## src/rtl/time_of_day_counter_if.sv

```systemverilog
// Bundles the tick/run/set controls and the BCD time-of-day outputs
// exchanged between the alarm-clock controller and the time-of-day counter.
interface time_of_day_counter_if;
    logic       tick;
    logic       run;
    logic       inc_min;
    logic       inc_hr;
    logic [1:0] hr_tens;
    logic [3:0] hr_ones;
    logic [2:0] min_tens;
    logic [3:0] min_ones;
    logic [2:0] sec_tens;
    logic [3:0] sec_ones;
    logic       sec_pulse;
    logic       day_pulse;

    modport master (
        output tick, run, inc_min, inc_hr,
        input  hr_tens, hr_ones, min_tens, min_ones, sec_tens, sec_ones,
        input  sec_pulse, day_pulse
    );

    modport slave (
        input  tick, run, inc_min, inc_hr,
        output hr_tens, hr_ones, min_tens, min_ones, sec_tens, sec_ones,
        output sec_pulse, day_pulse
    );
endinterface

```

## src/rtl/time_of_day_counter.sv

```systemverilog
// 24-hour BCD time-of-day counter: divides the upstream tick to seconds,
// supports manual minute/hour setting and emits second/day strobes.
module time_of_day_counter #(
    parameter int TICKS_PER_SEC = 1000
) (
    input  logic                  clk,
    input  logic                  reset,
    time_of_day_counter_if.slave  bus
);

    localparam int             PW        = $clog2(TICKS_PER_SEC);
    localparam logic [PW-1:0]  PCNT_LAST = PW'(TICKS_PER_SEC - 1);

    function automatic logic [3:0] bcd_ones_inc(input logic [3:0] d);
        return (d == 4'd9) ? 4'd0 : d + 4'd1;
    endfunction

    function automatic logic [2:0] bcd_tens6_inc(input logic [2:0] d);
        return (d == 3'd5) ? 3'd0 : d + 3'd1;
    endfunction

    logic [PW-1:0] r_pcnt;
    logic [3:0]    r_sec_ones;
    logic [2:0]    r_sec_tens;
    logic [3:0]    r_min_ones;
    logic [2:0]    r_min_tens;
    logic [3:0]    r_hr_ones;
    logic [1:0]    r_hr_tens;
    logic          r_sec_pulse;
    logic          r_day_pulse;

    logic [PW-1:0] w_pcnt_nxt;
    logic [3:0]    w_sec_ones_nxt;
    logic [2:0]    w_sec_tens_nxt;
    logic [3:0]    w_min_ones_nxt;
    logic [2:0]    w_min_tens_nxt;
    logic [3:0]    w_hr_ones_nxt;
    logic [1:0]    w_hr_tens_nxt;
    logic          w_tick_acc;
    logic          w_sec_carry;
    logic          w_sec_at_max;
    logic          w_min_at_max;
    logic          w_hr_at_max;
    logic          w_min_carry;
    logic          w_hr_carry;
    logic          w_day_wrap;
    logic          w_min_adv;
    logic          w_hr_adv;

    assign w_tick_acc   = bus.run & bus.tick;
    assign w_sec_carry  = w_tick_acc & (r_pcnt == PCNT_LAST);
    assign w_sec_at_max = (r_sec_tens == 3'd5) && (r_sec_ones == 4'd9);
    assign w_min_at_max = (r_min_tens == 3'd5) && (r_min_ones == 4'd9);
    assign w_hr_at_max  = (r_hr_tens == 2'd2) && (r_hr_ones == 4'd3);

    // A manual request owns its field: it absorbs any carry arriving into that
    // field in the same cycle, so the field advances once and nothing ripples on.
    assign w_min_carry  = w_sec_carry & w_sec_at_max;
    assign w_hr_carry   = w_min_carry & ~bus.inc_min & w_min_at_max;
    assign w_day_wrap   = w_hr_carry & ~bus.inc_hr & w_hr_at_max;
    assign w_min_adv    = bus.inc_min | w_min_carry;
    assign w_hr_adv     = bus.inc_hr | w_hr_carry;

    // Prescaler next state: counts accepted ticks, holds while frozen.
    always_comb begin
        w_pcnt_nxt = r_pcnt;
        if (w_sec_carry) begin
            w_pcnt_nxt = '0;
        end else if (w_tick_acc) begin
            w_pcnt_nxt = r_pcnt + PW'(1);
        end else begin
            w_pcnt_nxt = r_pcnt;
        end
    end

    // Seconds and minutes next state using the 9/5 BCD digit rules.
    always_comb begin
        w_sec_ones_nxt = r_sec_ones;
        w_sec_tens_nxt = r_sec_tens;
        w_min_ones_nxt = r_min_ones;
        w_min_tens_nxt = r_min_tens;
        if (w_sec_carry) begin
            w_sec_ones_nxt = bcd_ones_inc(r_sec_ones);
            w_sec_tens_nxt = (r_sec_ones == 4'd9) ? bcd_tens6_inc(r_sec_tens) : r_sec_tens;
        end else begin
            w_sec_ones_nxt = r_sec_ones;
            w_sec_tens_nxt = r_sec_tens;
        end
        if (w_min_adv) begin
            w_min_ones_nxt = bcd_ones_inc(r_min_ones);
            w_min_tens_nxt = (r_min_ones == 4'd9) ? bcd_tens6_inc(r_min_tens) : r_min_tens;
        end else begin
            w_min_ones_nxt = r_min_ones;
            w_min_tens_nxt = r_min_tens;
        end
    end

    // Hours next state: 24-hour wrap at 23, tens only carries below 2.
    always_comb begin
        w_hr_ones_nxt = r_hr_ones;
        w_hr_tens_nxt = r_hr_tens;
        if (!w_hr_adv) begin
            w_hr_ones_nxt = r_hr_ones;
            w_hr_tens_nxt = r_hr_tens;
        end else if (w_hr_at_max) begin
            w_hr_ones_nxt = 4'd0;
            w_hr_tens_nxt = 2'd0;
        end else if (r_hr_ones == 4'd9) begin
            w_hr_ones_nxt = 4'd0;
            w_hr_tens_nxt = r_hr_tens + 2'd1;
        end else begin
            w_hr_ones_nxt = r_hr_ones + 4'd1;
            w_hr_tens_nxt = r_hr_tens;
        end
    end

    // State and strobe registers.
    always_ff @(posedge clk or posedge reset) begin
        if (reset) begin
            r_pcnt      <= '0;
            r_sec_ones  <= 4'd0;
            r_sec_tens  <= 3'd0;
            r_min_ones  <= 4'd0;
            r_min_tens  <= 3'd0;
            r_hr_ones   <= 4'd0;
            r_hr_tens   <= 2'd0;
            r_sec_pulse <= 1'b0;
            r_day_pulse <= 1'b0;
        end else begin
            r_pcnt      <= w_pcnt_nxt;
            r_sec_ones  <= w_sec_ones_nxt;
            r_sec_tens  <= w_sec_tens_nxt;
            r_min_ones  <= w_min_ones_nxt;
            r_min_tens  <= w_min_tens_nxt;
            r_hr_ones   <= w_hr_ones_nxt;
            r_hr_tens   <= w_hr_tens_nxt;
            r_sec_pulse <= w_sec_carry;
            r_day_pulse <= w_day_wrap;
        end
    end

    assign bus.hr_tens   = r_hr_tens;
    assign bus.hr_ones   = r_hr_ones;
    assign bus.min_tens  = r_min_tens;
    assign bus.min_ones  = r_min_ones;
    assign bus.sec_tens  = r_sec_tens;
    assign bus.sec_ones  = r_sec_ones;
    assign bus.sec_pulse = r_sec_pulse;
    assign bus.day_pulse = r_day_pulse;

endmodule

```

## src/flat_wrapper.sv

```systemverilog
// flat-port wrapper written by rule: the top's interface ports become plain ports
module time_of_day_counter_flat 
#(
    parameter int TICKS_PER_SEC = 1000
)
  (clk, reset, bus_tick, bus_run, bus_inc_min, bus_inc_hr, bus_hr_tens, bus_hr_ones, bus_min_tens, bus_min_ones, bus_sec_tens, bus_sec_ones, bus_sec_pulse, bus_day_pulse);
  time_of_day_counter_if bus_i ();
  input  logic clk;
  input  logic reset;
  input wire logic [$bits(bus_i.tick)-1:0] bus_tick;
  input wire logic [$bits(bus_i.run)-1:0] bus_run;
  input wire logic [$bits(bus_i.inc_min)-1:0] bus_inc_min;
  input wire logic [$bits(bus_i.inc_hr)-1:0] bus_inc_hr;
  output wire logic [$bits(bus_i.hr_tens)-1:0] bus_hr_tens;
  output wire logic [$bits(bus_i.hr_ones)-1:0] bus_hr_ones;
  output wire logic [$bits(bus_i.min_tens)-1:0] bus_min_tens;
  output wire logic [$bits(bus_i.min_ones)-1:0] bus_min_ones;
  output wire logic [$bits(bus_i.sec_tens)-1:0] bus_sec_tens;
  output wire logic [$bits(bus_i.sec_ones)-1:0] bus_sec_ones;
  output wire logic [$bits(bus_i.sec_pulse)-1:0] bus_sec_pulse;
  output wire logic [$bits(bus_i.day_pulse)-1:0] bus_day_pulse;
  assign bus_i.tick = bus_tick;
  assign bus_i.run = bus_run;
  assign bus_i.inc_min = bus_inc_min;
  assign bus_i.inc_hr = bus_inc_hr;
  assign bus_hr_tens = bus_i.hr_tens;
  assign bus_hr_ones = bus_i.hr_ones;
  assign bus_min_tens = bus_i.min_tens;
  assign bus_min_ones = bus_i.min_ones;
  assign bus_sec_tens = bus_i.sec_tens;
  assign bus_sec_ones = bus_i.sec_ones;
  assign bus_sec_pulse = bus_i.sec_pulse;
  assign bus_day_pulse = bus_i.day_pulse;
  time_of_day_counter #(.TICKS_PER_SEC(TICKS_PER_SEC)) u_core (.clk(clk), .reset(reset), .bus(bus_i));
endmodule
```

## config.mk

```make
export PLATFORM = sky130hd
export DESIGN_NAME = time_of_day_counter_flat
export DESIGN_NICKNAME = d
export VERILOG_FILES = /design/src/rtl/time_of_day_counter_if.sv /design/src/rtl/time_of_day_counter.sv /design/src/flat_wrapper.sv
export SDC_FILE = /design/constraint.sdc
export NUM_CORES = 1
export LEC_CHECK = 0
export CORE_MARGIN = 2
export CORE_UTILIZATION = 54
export CTS_BUF_LIST = sky130_fd_sc_hd__clkbuf_8
export DETAILED_ROUTE_END_ITERATION = 8
export PLACE_DENSITY = 0.83
export SYNTH_ARGS = -nofsm -noshare
export SYNTH_HDL_FRONTEND = slang
export SYNTH_SLANG_ARGS = --single-unit
```

## constraint.sdc

```tcl
create_clock -name clk -period 2.55 [get_ports clk]
set_clock_uncertainty 0.15 [all_clocks]
set_input_delay 0.51 -clock clk [delete_from_list [all_inputs] [get_ports clk]]
set_output_delay 0.51 -clock clk [all_outputs]
set_load 0.02 [all_outputs]
```

==> impl_results.md, run 1 <==
- Synth-to-Final Area Change: 26.37%
- Post-cts resize count: 0
- Final hold slack: approximately 0.35 ns
- Vias in the first global route: about 1.3k
- CP required: approximately 2.6 ns
- Leak pwr: 0.8926 nW
- Setup crit start kind: input pin
- Outcome: complete, but fails checks
- I/O Buffers: 27
- Critical Path AT: approximately 2.5 ns
- Clk_lat worst skew: roughly 0.28 ns
- Dpl cell area: between 1500 and 2000 um^2
- Pre-antenna DRT Iters: 8
- CP peak stage delay: ~0.60 ns
- Num CTS Buffers: 5
- Fin. Hold Viols: 0
- Grt ovf: 0
- R2r setup slk: 0.23 ns
- Synth warn: 0
- HPWL Detailed: between 2000 and 2500 um
- Crit end category: flop
- Htree depth: 2
- VDD IR-drop max: ~640 uV
- Most common cell after layout, fill and taps aside: dfrtp_1
- NumNets Final: about 200
- Final Max Slew Viols: 0
- FMAX: 409.7 MHz
- Rows: 19
- Post-synthesis sequential area ratio: 49.50%
- Residual DRC: 1
- Post-Syn Nets: around 160
- CP max stage cell: or4_4
- Clock-pin slew on the worst setup and hold paths: about 0.060 ns
- CTS Buffer Depth: 2
- First-pass GRT wire length: 5658 um
- CP max FO: 9
- CTS root buffer: clkbuf_8
- Synth cell types: 43
- Hold Buf Count CTS: 0
- Max-cap violations: 0
- Setup_tns: 0 ns
- DR iter-0 viols: 67
- Remaining antenna violation count: 0
- Power Density: between 800 and 900 nW/um^2
- Worst-Margin Slew: between 0.5 and 0.6 ns
- Violated checks: design-rule violations
- Ant diodes: 0
- Initial Utilization: 57.67%
- Tcrit/Tclk final: between 90% and 100%
- Synthesized area: approximately 1600 um^2
- Max transition margin: between 60% and 70%
- Post-layout min period: around 2.4 ns
- RSZ-0062 raised after global routing: no
- GR Util All Layers: between 20% and 30%
- DR vias: between 1k and 1.5k
- Total wire length: 3304 um
- Final core utilization: 72.88%
- RePlAce Congestion: about 0.80
- Core Area: ~2800 um^2
- Worst setup path category: input pin to flop
- Setup bufs post-CTS: 0
- Die Ht: between 50 and 60 um
- Highest-count cells in the layout ignoring fill and taps: dfrtp_1, clkdlybuf4s50_1, nand2_1, nor2_1, o21ai_0
- TritonCTS Sinks: 32
- CTS tree: done
- #FFs+latches synth: 32
- Initial antenna violation count: 0
- Largest net degree at the start of global routing: 33
- Syn Inst Count: ~160
- Setup-failing EPs final: 0
- Worst-path cell chain: clkdlybuf4s50_1, nand4_2, or4_4, clkinv_4, a41oi_4, buf_4, o41ai_1
- Synth Area per Inst: about 10 um^2
- Share of post-route cells with drive strength above 1: around an eighth
- Die width: 58.74 um
- Mean routed wirelength per cell: 14.68 um
- Die area: ~3400 um^2
- Hold Path Class: flop to flop
- DR vias/cell: just under 6
- # IOs: 28
- Design Area, Final: 2044 um^2
==> cells by family (layout without fill, tap and decap cells) <==
family | count (synthesis) | count (layout) | synth area share (%)
mux | 4 | 4 | 3.016
fa+ha+maj | 3 | 3 | 2.320
buf+inv | 8 | 47 | 2.243
xor+xnor | 9 | 9 | 4.873
compound gates | 31 | 31 | 13.77
simple gates | 68 | 68 | 24.29
flops | 32 | 32 | 49.50
==> cells in the mapped netlist <==
master	n	area (um^2)
nand3b_1	1	7.510
a31oi_1	1	6.260
o21ai_0	9	45.04
mux2_2	3	33.78
nand2b_1	4	25.02
nand3_1	8	40.04
o22ai_1	1	6.260
nand4bb_1	1	11.26
a211oi_1	1	7.510
and4bb_2	1	12.51
ha_1	3	37.54
nor4_1	1	6.260
or3_1	3	18.77
clkinv_4	1	8.760
o31ai_1	3	22.52
nor3_1	4	20.02
nand2b_4	1	13.76
a41oi_4	1	27.53
dfrtp_1	32	800.8
nand4_2	1	12.51
nor3b_1	1	7.510
nor2_1	11	41.29
and4b_1	2	20.02
buf_2	1	5.000
o41ai_1	1	8.760
nand4_1	5	31.28
a21o_1	3	22.52
nand2_1	14	52.55
xor2_1	3	26.28
o21ai_4	1	16.27
a221oi_1	1	8.760
mux2_4	1	15.01
a21boi_0	1	7.510
nor2b_1	5	31.28
nor4b_1	1	8.760
and3_1	1	6.260
inv_1	6	22.52
and2_1	1	6.260
a21oi_1	7	35.03
or4_4	1	11.26
a211o_1	1	8.760
xnor2_1	6	52.55
and3b_1	1	8.760
==> state kept, by name, indices dropped and copies added, names as in the netlist <==
| register | cells |
|---|---|
| u_core.bus.min_ones | 4 |
| u_core.bus.hr_tens | 2 |
| u_core.bus.min_tens | 3 |
| u_core.r_pcnt | 10 |
| u_core.bus.hr_ones | 4 |
| u_core.bus.sec_tens | 3 |
| u_core.bus.sec_pulse | 1 |
| u_core.bus.day_pulse | 1 |
| u_core.bus.sec_ones | 4 |
==> report_power, final <==
group | leakage [nW] | switching, W | internal [W]
Sequential | 0.410 | 0.000187 | 0.000639
Clock | 0.0452 | 0.000170 | 0.000181
Combinational | 0.438 | 0.000310 | 0.000329
Total | 0.893 | 0.000667 | 0.00115
==> metal layers <==
layer,global-route usage (%),vias up,share of wire [%]
li1,-,631,-
met3,7.253,5,4.9
met5,0,-,0
met2,39.21,27,53
met4,7.468,0,1.2
met1,24.36,644,41
==> path summary, 6_finish.rpt <==
path	from	endpoint	cells after the start
min in group asynchronous	reset	u_core.bus.hr_ones[0]	3
max in group asynchronous	reset	u_core.bus.min_ones[3]	3
hold reg to reg	u_core.bus.min_tens[0]	u_core.bus.min_tens[0]	1
hold / removal	u_core.bus.min_tens[0]	u_core.bus.min_tens[0]	1
setup reg to reg	u_core.r_pcnt[0]	u_core.bus.hr_ones[2]	7
setup / recovery	bus_tick	u_core.bus.hr_ones[2]	7
==> worst max-delay path: cells and delay by family <==
kind                   cells  cell delay, ns
buffers and inverters      3            0.80
and+or+nand+nor            2            0.76
AOI/OAI and AO/OA          2            0.38
==> cell type report <==
cell class | count | area [um^2]
Clock buffer | 5 | 68.82
Clock inverter | 2 | 8.758
Fill cell | 219 | 760.7
Inverter | 7 | 31.28
Multi-Input combinational cell | 115 | 780.7
Sequential cell | 32 | 800.8
Tap cell | 31 | 38.79
Timing Repair Buffer | 33 | 315.3
==> metrics by stage <==
| stage | setup WS, ns | cells | power, W |
|---|---|---|---|
| final | 0.1091 | 225 | 0.001815 |
| after global routing | 0.009104 | 225 | 0.001930 |
| after CTS | 0.1116 | 225 | 0.001825 |
| after detailed placement | -0.1818 | 218 | 0.001474 |
| after global placement | -0.1384 | 218 | 0.001427 |
| after floorplan | 0.2537 | 155 | 0.001177 |
Note: power is estimated with default switching activity, not from simulation.
==> inputs of run 2 (changes only) <==
Settings changed: CORE_UTILIZATION 54 to 35, PLACE_DENSITY 0.83 to 0.59, TNS_END_PERCENT set to 20.
==> impl_results.md, run 2 (same netlist as run 1, synthesis figures left out) <==
- Worst-Margin Slew: 0.6021 ns (+0.01611 ns)
- Mean routed wirelength per cell: 13.34 um (-9.2%)
- Total wire length: 3294 um (-0.30%)
- Setup-failing EPs final: 0 (unchanged)
- Power Total: 0.001829 W (+0.73%)
- GR Util All Layers: 14.27% (-7.7 points)
- Largest net degree at the start of global routing: 33 (unchanged)
- FMAX: 422.8 MHz (+3.2%)
- Initial Utilization: 36.65% (-21 points)
- Final Max Slew Viols: 0 (unchanged)
- Pre-antenna DRT Iters: 4 (-4)
- CP peak stage delay: 0.54 ns (-0.06 ns)
- Largest Register: u_core.r_pcnt
- CTS root buffer: clkbuf_8
- Hold Path Class: flop to flop
- NumNets Final: 203 (unchanged)
- Fin. Hold Viols: 0 (unchanged)
- Worst-path cell chain: clkdlybuf4s50_1, nand4_2, or4_4, clkinv_4, a41oi_4, nand2b_4, mux2_4
- First-pass GRT wire length: 5671 um (+0.23%)
- CTS tree: done
- Post-layout min period: 2.365 ns (-0.07574 ns)
- Remaining antenna violation count: 0 (unchanged)
- Synth-to-Final Area Change: 28.77%
- Ant diodes: 0 (unchanged)
- Max reg flops: 10 (unchanged)
- Dpl cell area: 1993 um^2 (+1.3%)
- Crit end category: flop
- Num CTS Buffers: 5 (unchanged)
- Worst setup path category: input pin to flop
- Outcome: finished clean
- Residual DRC: 0 (-1)
- # IOs: 28 (unchanged)
- RePlAce Congestion: 0.7607 (-5.5%)
- I/O Buffers: 27 (unchanged)
- Initial antenna violation count: 0 (unchanged)
- DR vias: 1308 (+0.077%)
- Die area: 5182 um^2 (+50%)
- Rows: 24 (+5)
- TritonCTS Sinks: 32 (unchanged)
- Critical Path AT: 2.39 ns (-0.07 ns)
- Die Ht: 71.99 um (+23%)
- CP max FO: 5 (-4)
- Power Density: 877.8 nW/um^2 (-1.1%)
- Reg2reg path depth: 7 (unchanged)
- Core Area: 4414 um^2 (+57%)
- HPWL Detailed: 2457 um (-1.2%)
- Leak pwr: 0.9018 nW (+1.0%)
- Design Area, Final: 2083 um^2 (+1.9%)
- Max-cap violations: 0 (unchanged)
- Grt ovf: 0 (unchanged)
- Clock-pin slew on the worst setup and hold paths: 0.06 ns (about the same)
- Clk_lat worst skew: 0.28 ns (about the same)
- DR vias/cell: 5.296 (-8.8%)
- Vias in the first global route: 1268 (-3.4%)
- DR iter-0 viols: 78 (+16%)
- Post-cts resize count: 0 (unchanged)
- Most common cell after layout, fill and taps aside: dfrtp_1
- Hold Crit Depth: 1 (unchanged)
- Max transition margin: 59.86% (-1.1 points)
- CTS Buffer Depth: 2 (unchanged)
- VDD IR-drop max: 321.8 uV (-50%)
- CP max stage cell: clkdlybuf4s50_1
- Tcrit/Tclk final: 92.75% (-3.0 points)
- Highest-count cells in the layout ignoring fill and taps: dfrtp_1, clkdlybuf4s50_1, nand2_1, nor2_1, o21ai_0
- CP required: 2.57 ns (about the same)
- Htree depth: 2 (unchanged)
- Share of post-route cells with drive strength above 1: 11.79% (-0.061 points)
- Die width: 71.99 um (+23%)
- Setup crit start kind: input pin
- RSZ-0062 raised after global routing: no
run 2: through the flow:
stage | setup slack (ns) | utilization [%] | setup TNS, ns | hold slack, ns | cells
6_report | 0.1848 | 47.19 | 0 | 0.3430 | 247
5_1_grt | 0.05166 | 47.19 | 0 | 0.3659 | 247
4_1_cts | 0.08732 | 47.19 | 0 | 0.3483 | 247
3_5_place_dp | -0.2081 | 45.15 | -2.219 | 0.3359 | 239
3_3_place_gp | -0.1568 | 45.15 | -1.268 | 0.3314 | 239
2_1_floorplan | 0.2537 | - | 0 | 0.3252 | 155
run 2: worst paths after layout:
check / start / end / slack, ns
worst max-delay path: bus_run / u_core.bus.hr_tens[0] / 0.18
worst min-delay path: u_core.bus.min_tens[0] / u_core.bus.min_tens[0] / 0.34
worst max register to register: u_core.r_pcnt[0] / u_core.bus.hr_tens[0] / 0.30
worst min register to register: u_core.bus.min_tens[0] / u_core.bus.min_tens[0] / 0.34
max in group asynchronous: reset / u_core.bus.hr_ones[0] / 1.49
min in group asynchronous: reset / u_core.bus.sec_ones[0] / 0.47
run 2: report_power, final:
group          internal, W  switching, W  total (W)
clock network     0.000212      0.000178   0.000390
registers         0.000639      0.000176   0.000814
logic             0.000329      0.000296   0.000625
run 2: final cells by class:
type	instances	area, um^2
fillers	421	2331
flip-flops and latches	32	800.8
multi-input cells	115	780.7
repair buffers	33	315.3
clock buffers	6	82.58
well taps	52	65.06
inverters	7	31.28
clock inverters	2	7.507
run 2: repair_timing:
action                     in CTS  in global routing
setup buffers                   0                  0
hold buffers                    0                  0
setup endpoints to repair       0                  4
run 2: metal layers:
layer	vias up	GRT usage, %	routed length, um
met5	-	0	0
met4	0	6.289	65
met3	7	3.889	122
met2	21	24.79	1718
met1	642	16.47	1388
li1	638	-	-
run 2: worst max-delay path: cells and delay by family:
family                 cells  cell delay, ns
AND/OR/NAND/NOR            3            0.83
buffers and inverters      2            0.64
multiplexers               1            0.31
AO/OA/AOI/OAI              1            0.10
